--- src/rtl/bks_pkg.sv ---
// Shared types for the Brent-Kung subtractor: operand width and the (propagate, generate) pair.
package bks_pkg;

  localparam int BKS_W = 16;

  typedef struct packed {
    logic p;
    logic g;
  } bks_pg_t;

  typedef bks_pg_t [BKS_W-1:0] bks_pg_vec_t;

endpackage

--- src/rtl/bks_pg_cell.sv ---
// Brent-Kung black cell: merges a high group (p_hi, g_hi) with the adjacent low group (p_lo, g_lo).
module bks_pg_cell (
  input  logic p_hi_i,
  input  logic g_hi_i,
  input  logic p_lo_i,
  input  logic g_lo_i,
  output logic p_o,
  output logic g_o
);

  assign g_o = g_hi_i | (p_hi_i & g_lo_i);
  assign p_o = p_hi_i & p_lo_i;

endmodule

--- src/rtl/bks_sub16_pipe.sv ---
// Two-stage 16-bit Brent-Kung subtractor, diff = a - b - bin, with valid/ready on both sides.
// Define BKS_SUB_SAT_EN to clamp diff to zero whenever the subtraction borrows.
module bks_sub16_pipe
  import bks_pkg::*;
#(
  parameter int WIDTH = 16
) (
  input  logic             clk,
  input  logic             rst,
  input  logic             in_valid,
  output logic             in_ready,
  input  logic [WIDTH-1:0] a,
  input  logic [WIDTH-1:0] b,
  input  logic             bin,
  output logic             out_valid,
  input  logic             out_ready,
  output logic [WIDTH-1:0] diff,
  output logic             bout,
  output logic             ovf
);

  if (WIDTH != BKS_W) begin : g_bad_width
    $error("bks_sub16_pipe: the prefix tree is hand-built for WIDTH=16 only");
  end

  // ---------------- Stage 1: bit p/g, level-1 pairs, level-2 groups ----------------
  bks_pg_vec_t   pg_d, pg_q;
  bks_pg_t [7:0] l1_d, l1_q;
  bks_pg_t [3:0] l2_d, l2_q;
  logic          cin_q;

  always_comb begin
    for (int i = 0; i < BKS_W; i++) begin
      pg_d[i].p = a[i] ^ ~b[i];
      pg_d[i].g = a[i] & ~b[i];
    end
  end

  for (genvar k = 0; k < 8; k++) begin : g_l1
    bks_pg_cell u_cell (
      .p_hi_i(pg_d[2*k+1].p), .g_hi_i(pg_d[2*k+1].g),
      .p_lo_i(pg_d[2*k].p),   .g_lo_i(pg_d[2*k].g),
      .p_o   (l1_d[k].p),     .g_o   (l1_d[k].g)
    );
  end

  for (genvar k = 0; k < 4; k++) begin : g_l2
    bks_pg_cell u_cell (
      .p_hi_i(l1_d[2*k+1].p), .g_hi_i(l1_d[2*k+1].g),
      .p_lo_i(l1_d[2*k].p),   .g_lo_i(l1_d[2*k].g),
      .p_o   (l2_d[k].p),     .g_o   (l2_d[k].g)
    );
  end

  // ---------------- Stage 2: remaining prefix levels and sum ----------------
  bks_pg_t [1:0] l3;      // [7:0], [15:8]
  bks_pg_t       pre_15_0, pre_5_0, pre_9_0, pre_11_0, pre_13_0;
  bks_pg_t [7:0] odd_pre; // prefix [2k+1:0]
  bks_pg_t [7:0] even_pre;// prefix [2k:0]
  bks_pg_vec_t   pre;
  logic [BKS_W:0]   c;
  logic [WIDTH-1:0] diff_d, diff_q;
  logic             bout_d, bout_q, ovf_d, ovf_q;

  for (genvar k = 0; k < 2; k++) begin : g_l3
    bks_pg_cell u_cell (
      .p_hi_i(l2_q[2*k+1].p), .g_hi_i(l2_q[2*k+1].g),
      .p_lo_i(l2_q[2*k].p),   .g_lo_i(l2_q[2*k].g),
      .p_o   (l3[k].p),       .g_o   (l3[k].g)
    );
  end

  bks_pg_cell u_p15 (.p_hi_i(l3[1].p),   .g_hi_i(l3[1].g),   .p_lo_i(l3[0].p),    .g_lo_i(l3[0].g),
                     .p_o(pre_15_0.p),   .g_o(pre_15_0.g));
  bks_pg_cell u_p11 (.p_hi_i(l2_q[2].p), .g_hi_i(l2_q[2].g), .p_lo_i(l3[0].p),    .g_lo_i(l3[0].g),
                     .p_o(pre_11_0.p),   .g_o(pre_11_0.g));
  bks_pg_cell u_p5  (.p_hi_i(l1_q[2].p), .g_hi_i(l1_q[2].g), .p_lo_i(l2_q[0].p),  .g_lo_i(l2_q[0].g),
                     .p_o(pre_5_0.p),    .g_o(pre_5_0.g));
  bks_pg_cell u_p9  (.p_hi_i(l1_q[4].p), .g_hi_i(l1_q[4].g), .p_lo_i(l3[0].p),    .g_lo_i(l3[0].g),
                     .p_o(pre_9_0.p),    .g_o(pre_9_0.g));
  bks_pg_cell u_p13 (.p_hi_i(l1_q[6].p), .g_hi_i(l1_q[6].g), .p_lo_i(pre_11_0.p), .g_lo_i(pre_11_0.g),
                     .p_o(pre_13_0.p),   .g_o(pre_13_0.g));

  assign odd_pre = {pre_15_0, pre_13_0, pre_11_0, pre_9_0, l3[0], pre_5_0, l2_q[0], l1_q[0]};
  assign even_pre[0] = pg_q[0];

  for (genvar k = 1; k < 8; k++) begin : g_even
    bks_pg_cell u_cell (
      .p_hi_i(pg_q[2*k].p),     .g_hi_i(pg_q[2*k].g),
      .p_lo_i(odd_pre[k-1].p),  .g_lo_i(odd_pre[k-1].g),
      .p_o   (even_pre[k].p),   .g_o   (even_pre[k].g)
    );
  end

  for (genvar k = 0; k < 8; k++) begin : g_pre
    assign pre[2*k]   = even_pre[k];
    assign pre[2*k+1] = odd_pre[k];
  end

  assign c[0] = cin_q;
  for (genvar i = 0; i < BKS_W; i++) begin : g_carry
    assign c[i+1]    = pre[i].g | (pre[i].p & cin_q);
    assign diff_d[i] = pg_q[i].p ^ c[i];
  end

  assign bout_d = ~c[BKS_W];
  assign ovf_d  = c[BKS_W] ^ c[BKS_W-1];

  // Odd pairs and odd-bit generates are fully absorbed into the level-2 groups.
  logic unused_pg;
  assign unused_pg = ^{l1_q[1], l1_q[3], l1_q[5], l1_q[7],
                       pg_q[1].g, pg_q[3].g, pg_q[5].g, pg_q[7].g,
                       pg_q[9].g, pg_q[11].g, pg_q[13].g, pg_q[15].g};

  // ---------------- Pipeline control ----------------
  logic s1_valid_q, s2_valid_q;
  logic s1_adv, s2_adv, accept;
  logic [WIDTH-1:0] diff_res;

`ifdef BKS_SUB_SAT_EN
  assign diff_res = c[BKS_W] ? diff_d : '0;
`else
  assign diff_res = diff_d;
`endif

  assign s2_adv    = !s2_valid_q | out_ready;
  assign s1_adv    = !s1_valid_q | s2_adv;
  assign in_ready  = s1_adv;
  assign accept    = in_valid & s1_adv;
  assign out_valid = s2_valid_q;
  assign diff      = diff_q;
  assign bout      = bout_q;
  assign ovf       = ovf_q;

  // NOTE: all state uses non-blocking assignments so every register samples pre-edge values.
  always_ff @(posedge clk) begin
    if (rst) begin
      s1_valid_q <= 1'b0;
      s2_valid_q <= 1'b0;
      diff_q     <= '0;
      bout_q     <= 1'b0;
      ovf_q      <= 1'b0;
    end else begin
      if (s2_adv) begin
        s2_valid_q <= s1_valid_q;
        if (s1_valid_q) begin
          diff_q <= diff_res;
          bout_q <= bout_d;
          ovf_q  <= ovf_d;
        end
      end
      if (s1_adv) s1_valid_q <= accept;
    end
  end

  // NOTE: stage-1 data is qualified by s1_valid_q, so it needs no reset.
  always_ff @(posedge clk) begin
    if (accept) begin
      pg_q  <= pg_d;
      l1_q  <= l1_d;
      l2_q  <= l2_d;
      cin_q <= ~bin;
    end
  end

endmodule

--- config.mk ---
export PLATFORM = sky130hd
export DESIGN_NAME = bks_sub16_pipe
export DESIGN_NICKNAME = d
export VERILOG_FILES = /design/src/rtl/bks_pkg.sv /design/src/rtl/bks_pg_cell.sv /design/src/rtl/bks_sub16_pipe.sv
export SDC_FILE = /design/constraint.sdc
export NUM_CORES = 1
export LEC_CHECK = 0
export ABC_CLOCK_PERIOD_IN_PS = 2460
export BUFFER_PORTS_ARGS = -buffer_cell sky130_fd_sc_hd__buf_4
export CORE_MARGIN = 2
export CORE_UTILIZATION = 54
export CTS_CLUSTER_DIAMETER = 40
export DETAILED_ROUTE_END_ITERATION = 10
export PLACE_DENSITY = 0.79
export RECOVER_POWER = 50
export SLEW_MARGIN = 10
export SYNTH_ARGS = -nofsm -noshare
export SYNTH_HDL_FRONTEND = slang
export SYNTH_SLANG_ARGS = --single-unit
--- constraint.sdc ---
create_clock -name clk -period 2.46 [get_ports clk]
set_input_delay 0.246 -clock clk [delete_from_list [all_inputs] [get_ports clk]]
set_output_delay 0.246 -clock clk [all_outputs]
set_load 0.05 [all_outputs]
## Word-level counts from Yosys, hierarchy flattened

Index checks and enable logic that the tools add are counted.

- Register bits after elaboration: 61
- Logic and storage cells: 229
- Bits of input ports: 37
- Output and inout bits: 20

- Bitwise logic cells: 180
- Reduce and logical (&&, ||, !) cells: 3

Operators by type and width:

| cell | number |
|---|---|
| AND 1 bit | 85 |
| OR 1 bit | 44 |
| bitwise XOR 1 bit | 33 |
| inverter 1 bit | 18 |
| zero test 1 bit | 2 |
| AND reduction 2 bit | 1 |

## Depth between registers and ports, before layout

Gate-level depths: netlist (run 1).

- Depth after elaboration: 10
- Mapped depth: 6
- Mapped depth without buffers: 5

## Cells and area by module

Synthesis (run 1) repeated with hierarchy kept, for this count alone.

- Cell total of the unflattened synthesis: 234
- Area, all modules: 2,835.2 um^2

By module, submodules not included:

| module | area each (um^2) | seq. area each (um^2) | instances | cells an instance |
|---|---|---|---|---|
| bks_sub16_pipe | 2,444.8 | 1,631.6 | 1 | 182 |
| bks_pg_cell | 15.0 | 0.0 | 26 | 2 |

## Worst setup path after synthesis (run 1)

Ideal clock, no wire load.

- Path type: register to register
- Start: reg s2_valid_q (netlist: out_valid)
- End: reg cin_q, enable pin
- Cell stages (with the launch flop): 4
- Path slack: -0.130 ns
- Clock period less this slack: 2.590 ns
- Path buffers: 0
- Arrival: 2.188 ns
- Data required time: 2.058 ns
- Library setup time: 0.402 ns
- Cells stage by stage: dfxtp_1 > nor2b_1 > nand2_1 > and2_1

- Longest elaborated chain between the ends: 4

RTL lines:

| element | line | source |
|---|---|---|
| start, declared | bks_sub16_pipe.sv:116 | `logic s1_valid_q, s2_valid_q;` |
| start signal, assigned | bks_sub16_pipe.sv:145 | `s2_valid_q <= s1_valid_q;` |
| zero test 1 bit | bks_sub16_pipe.sv:126 | `assign s2_adv = !s2_valid_q \| out_ready;` |
| OR 1 bit | bks_sub16_pipe.sv:126 |  |
| OR 1 bit | bks_sub16_pipe.sv:127 | `assign s1_adv = !s1_valid_q \| s2_adv;` |
| named net in_ready | bks_sub16_pipe.sv:11 | `output logic in_ready,` |
| AND 1 bit | bks_sub16_pipe.sv:129 | `assign accept = in_valid & s1_adv;` |
| named net accept | bks_sub16_pipe.sv:117 | `logic s1_adv, s2_adv, accept;` |
| end signal, assigned | bks_sub16_pipe.sv:162 | `cin_q <= ~bin;` |
| end, declared | bks_sub16_pipe.sv:30 | `logic cin_q;` |

The timed path passes the listed nets, and every way through them passes these cells.
A chain may end at the register's enable or synchronous reset.

## Worst setup path in the final report (run 1)

- Start: reg s2_valid_q (netlist: out_valid)
- End: reg pg_q[27] in the netlist's numbering, enable pin

- Longest elaborated chain between the ends: 4

RTL lines:

| element | line | source |
|---|---|---|
| zero test 1 bit | bks_sub16_pipe.sv:126 |  |
| OR 1 bit | bks_sub16_pipe.sv:126 |  |
| OR 1 bit | bks_sub16_pipe.sv:127 |  |
| AND 1 bit | bks_sub16_pipe.sv:129 |  |
| named net accept | bks_sub16_pipe.sv:117 |  |
| end signal, assigned | bks_sub16_pipe.sv:159 | `pg_q <= pg_d;` |
| end, declared | bks_sub16_pipe.sv:27 | `bks_pg_vec_t pg_d, pg_q;` |

The timed path passes the listed nets, and every way through them passes these cells.

==> results of run 1 <==
==> critical path: cells and delay by family, from the launching register on <==
kind             cells  cell delay (ps)
and+or+nand+nor      3             1000
DFF                  1              340
==> state kept, by name, indices dropped and copies added (netlist names) <==
signal	cells
out_valid	1
ovf	1
diff	16
cin_q	1
l1_q	8
pg_q	22
even_pre	2
s1_valid_q	1
bout	1
l2_q	8
==> synth_stat cells (all sizes together) <==
cell type / instances / area [um^2]
edfxtp: 41 / 1231
dfxtp: 20 / 400.4
inv: 18 / 67.56
ha: 17 / 212.7
a21o: 15 / 115.1
nand2: 14 / 52.55
a21oi: 13 / 68.82
nor2: 13 / 48.80
nand3: 12 / 60.06
o21ai: 10 / 53.80
buf: 7 / 36.28
and2: 6 / 37.54
and3: 6 / 37.54
nand4: 6 / 37.54
a211o: 5 / 47.55
xnor2: 5 / 43.79
a31oi: 4 / 25.02
nand3b: 4 / 30.03
nor3b: 4 / 30.03
nand4b: 3 / 26.28
xor2: 3 / 26.28
a211oi: 2 / 20.02
nand2b: 2 / 20.02
o211ai: 2 / 20.02
o21a: 2 / 15.01
clkbuf: 1 / 7.510
clkinv: 1 / 3.750
nor2b: 1 / 6.260
nor4b: 1 / 8.760
o22a: 1 / 8.760
o311ai: 1 / 8.760
o31ai: 1 / 7.510
or2: 1 / 6.260
or4: 1 / 7.510
or4b: 1 / 10.01
==> cells in the final DEF, fill, tap and decap left out, types with 10 or more instances in the layout <==
cell type,instances
a21o_1,13
a21oi_1,12
buf_4,22
clkbuf_1,22
clkbuf_4,17
clkbuf_8,10
dfxtp_1,20
edfxtp_1,41
ha_1,17
inv_1,18
nand2_1,14
nand3_1,12
nor2_1,13
==> worst paths after layout <==
| kind | startpoint | to | slack [ps] | cells past startpoint |
|---|---|---|---|---|
| min reg2reg | diff[0]$_SDFFE_PP0P_ | diff[0]$_SDFFE_PP0P_ | 450 | 2 |
| min | in_valid | s1_valid_q$_SDFFE_PP0N_ | 150 | 3 |
| max | out_valid$_SDFFE_PP0P_ | pg_q[27]$_DFFE_PP_ | 700 | 3 |
| max reg2reg | out_valid$_SDFFE_PP0P_ | pg_q[27]$_DFFE_PP_ | 700 | 3 |
==> final cells by class <==
type	instances	area, um^2	area share
clock buffer	15	177.7	0.05184
timing repair buffer	57	360.3	0.1051
clock inverter	1	5.005	0.001460
sequential	61	1632	0.4761
multi-input combinational	156	1094	0.3191
inverter	19	71.32	0.02081
tap	70	87.58	0.02556
==> cell families (layout without fill, tap and decap cells) <==
kind of cell,count (synthesis),after routing,synth area share
fa+ha+maj,17,17,0.07492
buf+inv,27,92,0.04054
compound gates,56,56,0.1375
xor+xnor,8,8,0.02468
flops,61,61,0.5747
simple gates,75,75,0.1477
==> per-stage QoR <==
stage	util	hold slack [ps]
5_1_grt	0.6753	140.4
3_3_place_gp	0.6526	441.5
6_report	0.6753	153.2
4_1_cts	0.6886	133.6
3_5_place_dp	0.6526	447.1
2_1_floorplan	-	363.4
==> layer usage <==
metal,up-vias,track usage,part of all wire
met5,-,0,0
met4,0,0.08909,0.018
met3,9,0.05569,0.058
met2,61,0.3053,0.48
met1,957,0.2461,0.44
li1,1018,-,-
==> report_power, final <==
group / switching (mW) / leakage, nW / internal [mW]
Combinational: 0.221 / 0.799 / 0.137
Sequential: 0.0514 / 0.572 / 1.19
Clock: 0.352 / 0.0929 / 0.455
==> flow_metrics.env, run 1 <==
export IMPL_post_route_drc_count=0
export IMPL_htree_levels=3
export IMPL_fin_crit_ps=1756
export IMPL_ant_nets=0
export IMPL_hold_viol=0
export IMPL_place_hpwl_um=3827
export IMPL_synth_seq_cells=61
export IMPL_rsz0062_at_grt="false"
export IMPL_die_h_um=76.51
export IMPL_coreArea_um2=5075
export IMPL_yosysWarnings=0
export IMPL_setup_violations=0
export IMPL_grt_usage=0.1932
export IMPL_instances_no_fill=379
export IMPL_grt_pass1_vias=1923
export IMPL_ys_seq_area_frac=0.5747
export IMPL_clkTransAtPathRegs_ps=60
export IMPL_antenna_found_initial=0
export IMPL_cp_start_kind="flop"
export IMPL_synth_nets=298
export IMPL_root_buffer="clkbuf_8"
export IMPL_ctsHoldBuffers=0
export IMPL_diodes=0
export IMPL_cts_setup_buffers=0
export IMPL_ctsResizeCount=0
export IMPL_dp_cells=363
export IMPL_cp_required_ps=2410
export IMPL_vias_per_cell=5.396
export IMPL_cts_sinks=61
export IMPL_dpl_cell_area_um2=3312
export IMPL_num_io_pins=57
export IMPL_worstMarginPinSlew_ps=896.8
export IMPL_slew_viol_final=0
export IMPL_finalCritPeriodShare=0.7139
export IMPL_fin_ws_ps=703.8
export IMPL_synth_cell_type_count=44
export IMPL_drive_gt1_frac=0.2039
export IMPL_wirelength_um=5205
export IMPL_finalSetupTns_ps=0
export IMPL_wl_per_cell_um=13.73
export IMPL_insertion_delay_ps=330
export IMPL_critPathKind="reg -> reg"
export IMPL_grt_pass1_wl_um=8859
export IMPL_grt_overflow=0
export IMPL_slew_headroom=0.4021
export IMPL_syn_inst=244
export IMPL_fmax_mhz=569.4
export IMPL_cp_cell_sequence="nor2b_1 > nand2_1 > and2_2"
export IMPL_gp_congestion=0.8177
export IMPL_drt_iter0_markers=150
export IMPL_ir_drop_mv=0.3709
export IMPL_die_area_um2=5853
export IMPL_cp_max_fo=41
export IMPL_totalPowerFinal_mw=2.403
export IMPL_arrival_ps=1700
export IMPL_syn_area_um2=2839
export IMPL_hold_class="in -> reg"
export IMPL_nFillCells=438
export IMPL_p_leak_nw=1.463
export IMPL_rows=26
export IMPL_cts_buffers=9
export IMPL_critPathCaptureType="flop"
export IMPL_die_w_um=76.51
export IMPL_preCtsSetupSlack_ps=688.1
export IMPL_skew_ps=5.701
export IMPL_clockBufferDepth=2
export IMPL_firstDrtPassIters=4
export IMPL_grt_max_degree=42
export IMPL_postSynthAreaPerCell_um2=11.64
export IMPL_port_buffers=56
export IMPL_final_cell_area_um2=3427
export IMPL_vias=2045
export IMPL_syn_to_final_growth_pct=20.71
export IMPL_final_nets=358
export IMPL_slowest_stage="and2_2"
export IMPL_initial_core_util=0.5594
export IMPL_status="finished, final reports clean"
export IMPL_tritoncts="yes"
export IMPL_slowest_delay_ps=730
export IMPL_power_per_cell_area_nw_per_um2=701.3
export IMPL_drv_cap=0
(Power assumes the default switching activity.)
==> run 2, diff against run 1 <==
ABC_CLOCK_PERIOD_IN_PS = 1800   (was 2460)
clock period = 1.8 ns   (was 2.46 ns; I/O delays follow)
==> flow_metrics.env, run 2 (synthesis gave the netlist of run 1 again) <==
export IMPL_status="finished, final reports clean"
export IMPL_port_buffers=56
export IMPL_holdPathEnd="s1_valid_q$_SDFFE_PP0N_"
export IMPL_die_area_um2=5853
export IMPL_ctsHoldBuffers=0
export IMPL_slowest_delay_ps=510
export IMPL_setup_violations=0
export IMPL_cp_max_fo=10
export IMPL_critical_path_buf_inv_count=0
export IMPL_min_path_cells=3
export IMPL_fin_ws_ps=268.7
export IMPL_die_w_um=76.51
export IMPL_rows=26
export IMPL_die_h_um=76.51
export IMPL_vias=2088
export IMPL_fin_util=0.6930
export IMPL_ctsResizeCount=0
export IMPL_drv_cap=0
export IMPL_drt_iter0_markers=121
export IMPL_grt_pass1_wl_um=9218
export IMPL_tritoncts="yes"
export IMPL_p_leak_nw=1.513
export IMPL_slew_headroom=0.5842
export IMPL_critPathKind="reg -> reg"
export IMPL_wl_per_cell_um=14.71
export IMPL_critPathCaptureType="flop"
export IMPL_grt_max_degree=42
export IMPL_coreArea_um2=5075
export IMPL_gp_congestion=0.8643
export IMPL_ant_nets=0
export IMPL_fmax_mhz=653.1
export IMPL_power_per_cell_area_nw_per_um2=1023
export IMPL_cp_start_kind="flop"
export IMPL_slew_viol_final=0
export IMPL_skew_ps=9.924
export IMPL_critical_path_top_delay_family="simple AND/OR/NAND/NOR gates"
export IMPL_root_buffer="clkbuf_8"
export IMPL_final_common_cell="edfxtp_1"
export IMPL_hold_viol=0
export IMPL_rrSetupSlack_ps=270
export IMPL_fin_crit_ps=1531
export IMPL_r2r_start="l2_q[2]$_DFFE_PP_"
export IMPL_cts_setup_buffers=0
export IMPL_cp_required_ps=2070
export IMPL_place_hpwl_um=4001
export IMPL_drive_gt1_frac=0.2244
export IMPL_rsz0062_at_grt="false"
export IMPL_cts_buffers=9
export IMPL_grt_overflow=0
export IMPL_num_io_pins=57
export IMPL_htree_levels=3
export IMPL_regMostFlops="pg_q"
export IMPL_wirelength_um=5618
export IMPL_clkTransAtPathRegs_ps=70
export IMPL_cp_cell_sequence="a21oi_1 > o21ai_2 > or4_1 > nand3_1"
export IMPL_initial_core_util=0.5594
export IMPL_finalSetupTns_ps=0
export IMPL_post_route_drc_count=0
export IMPL_hold_class="in -> reg"
export IMPL_min_from="in_valid"
export IMPL_grt_pass1_vias=2048
export IMPL_timing_hold_ws_ps=85.55
export IMPL_worstMarginPinSlew_ps=626.5
export IMPL_finalCritPeriodShare=0.8507
export IMPL_vias_per_cell=5.466
export IMPL_reg2regPathDepth=4
export IMPL_mostFrequentLayoutCells="edfxtp_1, buf_4, dfxtp_1"
export IMPL_diodes=0
export IMPL_antenna_found_initial=0
export IMPL_grt_usage=0.2018
export IMPL_cts_sinks=61
export IMPL_preCtsSetupSlack_ps=314.0
export IMPL_arrival_ps=1800
export IMPL_syn_to_final_growth_pct=23.89
export IMPL_ir_drop_mv=0.8847
export IMPL_clockBufferDepth=2
export IMPL_r2r_end="diff[15]$_SDFFE_PP0P_"
export IMPL_firstDrtPassIters=4
export IMPL_instances_no_fill=382
export IMPL_final_nets=361
export IMPL_largest_register_ffs=22
export IMPL_slowest_stage="or4_1"
export IMPL_nFillCells=432
export IMPL_dp_cells=366
export IMPL_insertion_delay_ps=330
-- run 2: where the power goes --
group / total (mW) / internal [mW] / switching (mW) / leakage, nW
clock: 1.40 / 0.886 / 0.509 / 0.120
combinational: 0.509 / 0.197 / 0.312 / 0.821
sequential: 1.69 / 1.62 / 0.0706 / 0.572
-- run 2: how the worst max path moves through the flow --
stage | end | from | slack, ps | cells after the start
2_1_floorplan | cin_q$_DFFE_PP_ | out_valid$_SDFFE_PP0P_ | 120 | 3
3_3_place_gp | diff[15]$_SDFFE_PP0P_ | cin_q$_DFFE_PP_ | 320 | 4
3_5_place_dp | diff[15]$_SDFFE_PP0P_ | cin_q$_DFFE_PP_ | 310 | 4
4_1_cts | diff[15]$_SDFFE_PP0P_ | cin_q$_DFFE_PP_ | 260 | 4
5_1_grt | diff[15]$_SDFFE_PP0P_ | cin_q$_DFFE_PP_ | 90 | 4
6_report | diff[15]$_SDFFE_PP0P_ | l2_q[2]$_DFFE_PP_ | 270 | 4
-- run 2: per-stage QoR --
| stage | cell area (um^2) | power, mW |
|---|---|---|
| after floorplan | 2845 | 2.058 |
| after global placement | 3352 | 2.241 |
| after detailed placement | 3352 | 2.259 |
| after CTS | 3586 | 3.647 |
| after global routing | 3517 | 3.738 |
| final | 3517 | 3.597 |
-- run 2: per-layer routing --
layer / up-vias / part of all wire / track usage
met1: 985 / 0.43 / 0.2420
li1: 1025 / - / -
met3: 10 / 0.047 / 0.04384
met2: 68 / 0.51 / 0.3478
met4: 0 / 0.017 / 0.09091
met5: - / 0 / 0
-- run 2: cell type report --
type / instances / area (um^2) / area share
repair buffers: 60 / 395.4 / 0.1124
inverters: 19 / 71.32 / 0.02028
well taps: 70 / 87.58 / 0.02490
clock inverters: 4 / 68.82 / 0.01957
clock buffers: 12 / 165.2 / 0.04696
multi-input cells: 156 / 1097 / 0.3120
flip-flops and latches: 61 / 1632 / 0.4639
-- run 2: worst register-to-register path: stages, from the launching register on --
cell and delay (ps):
edfxtp_1 430, a21oi_1 250, o21ai_2 190, or4_1 510, nand3_1 90
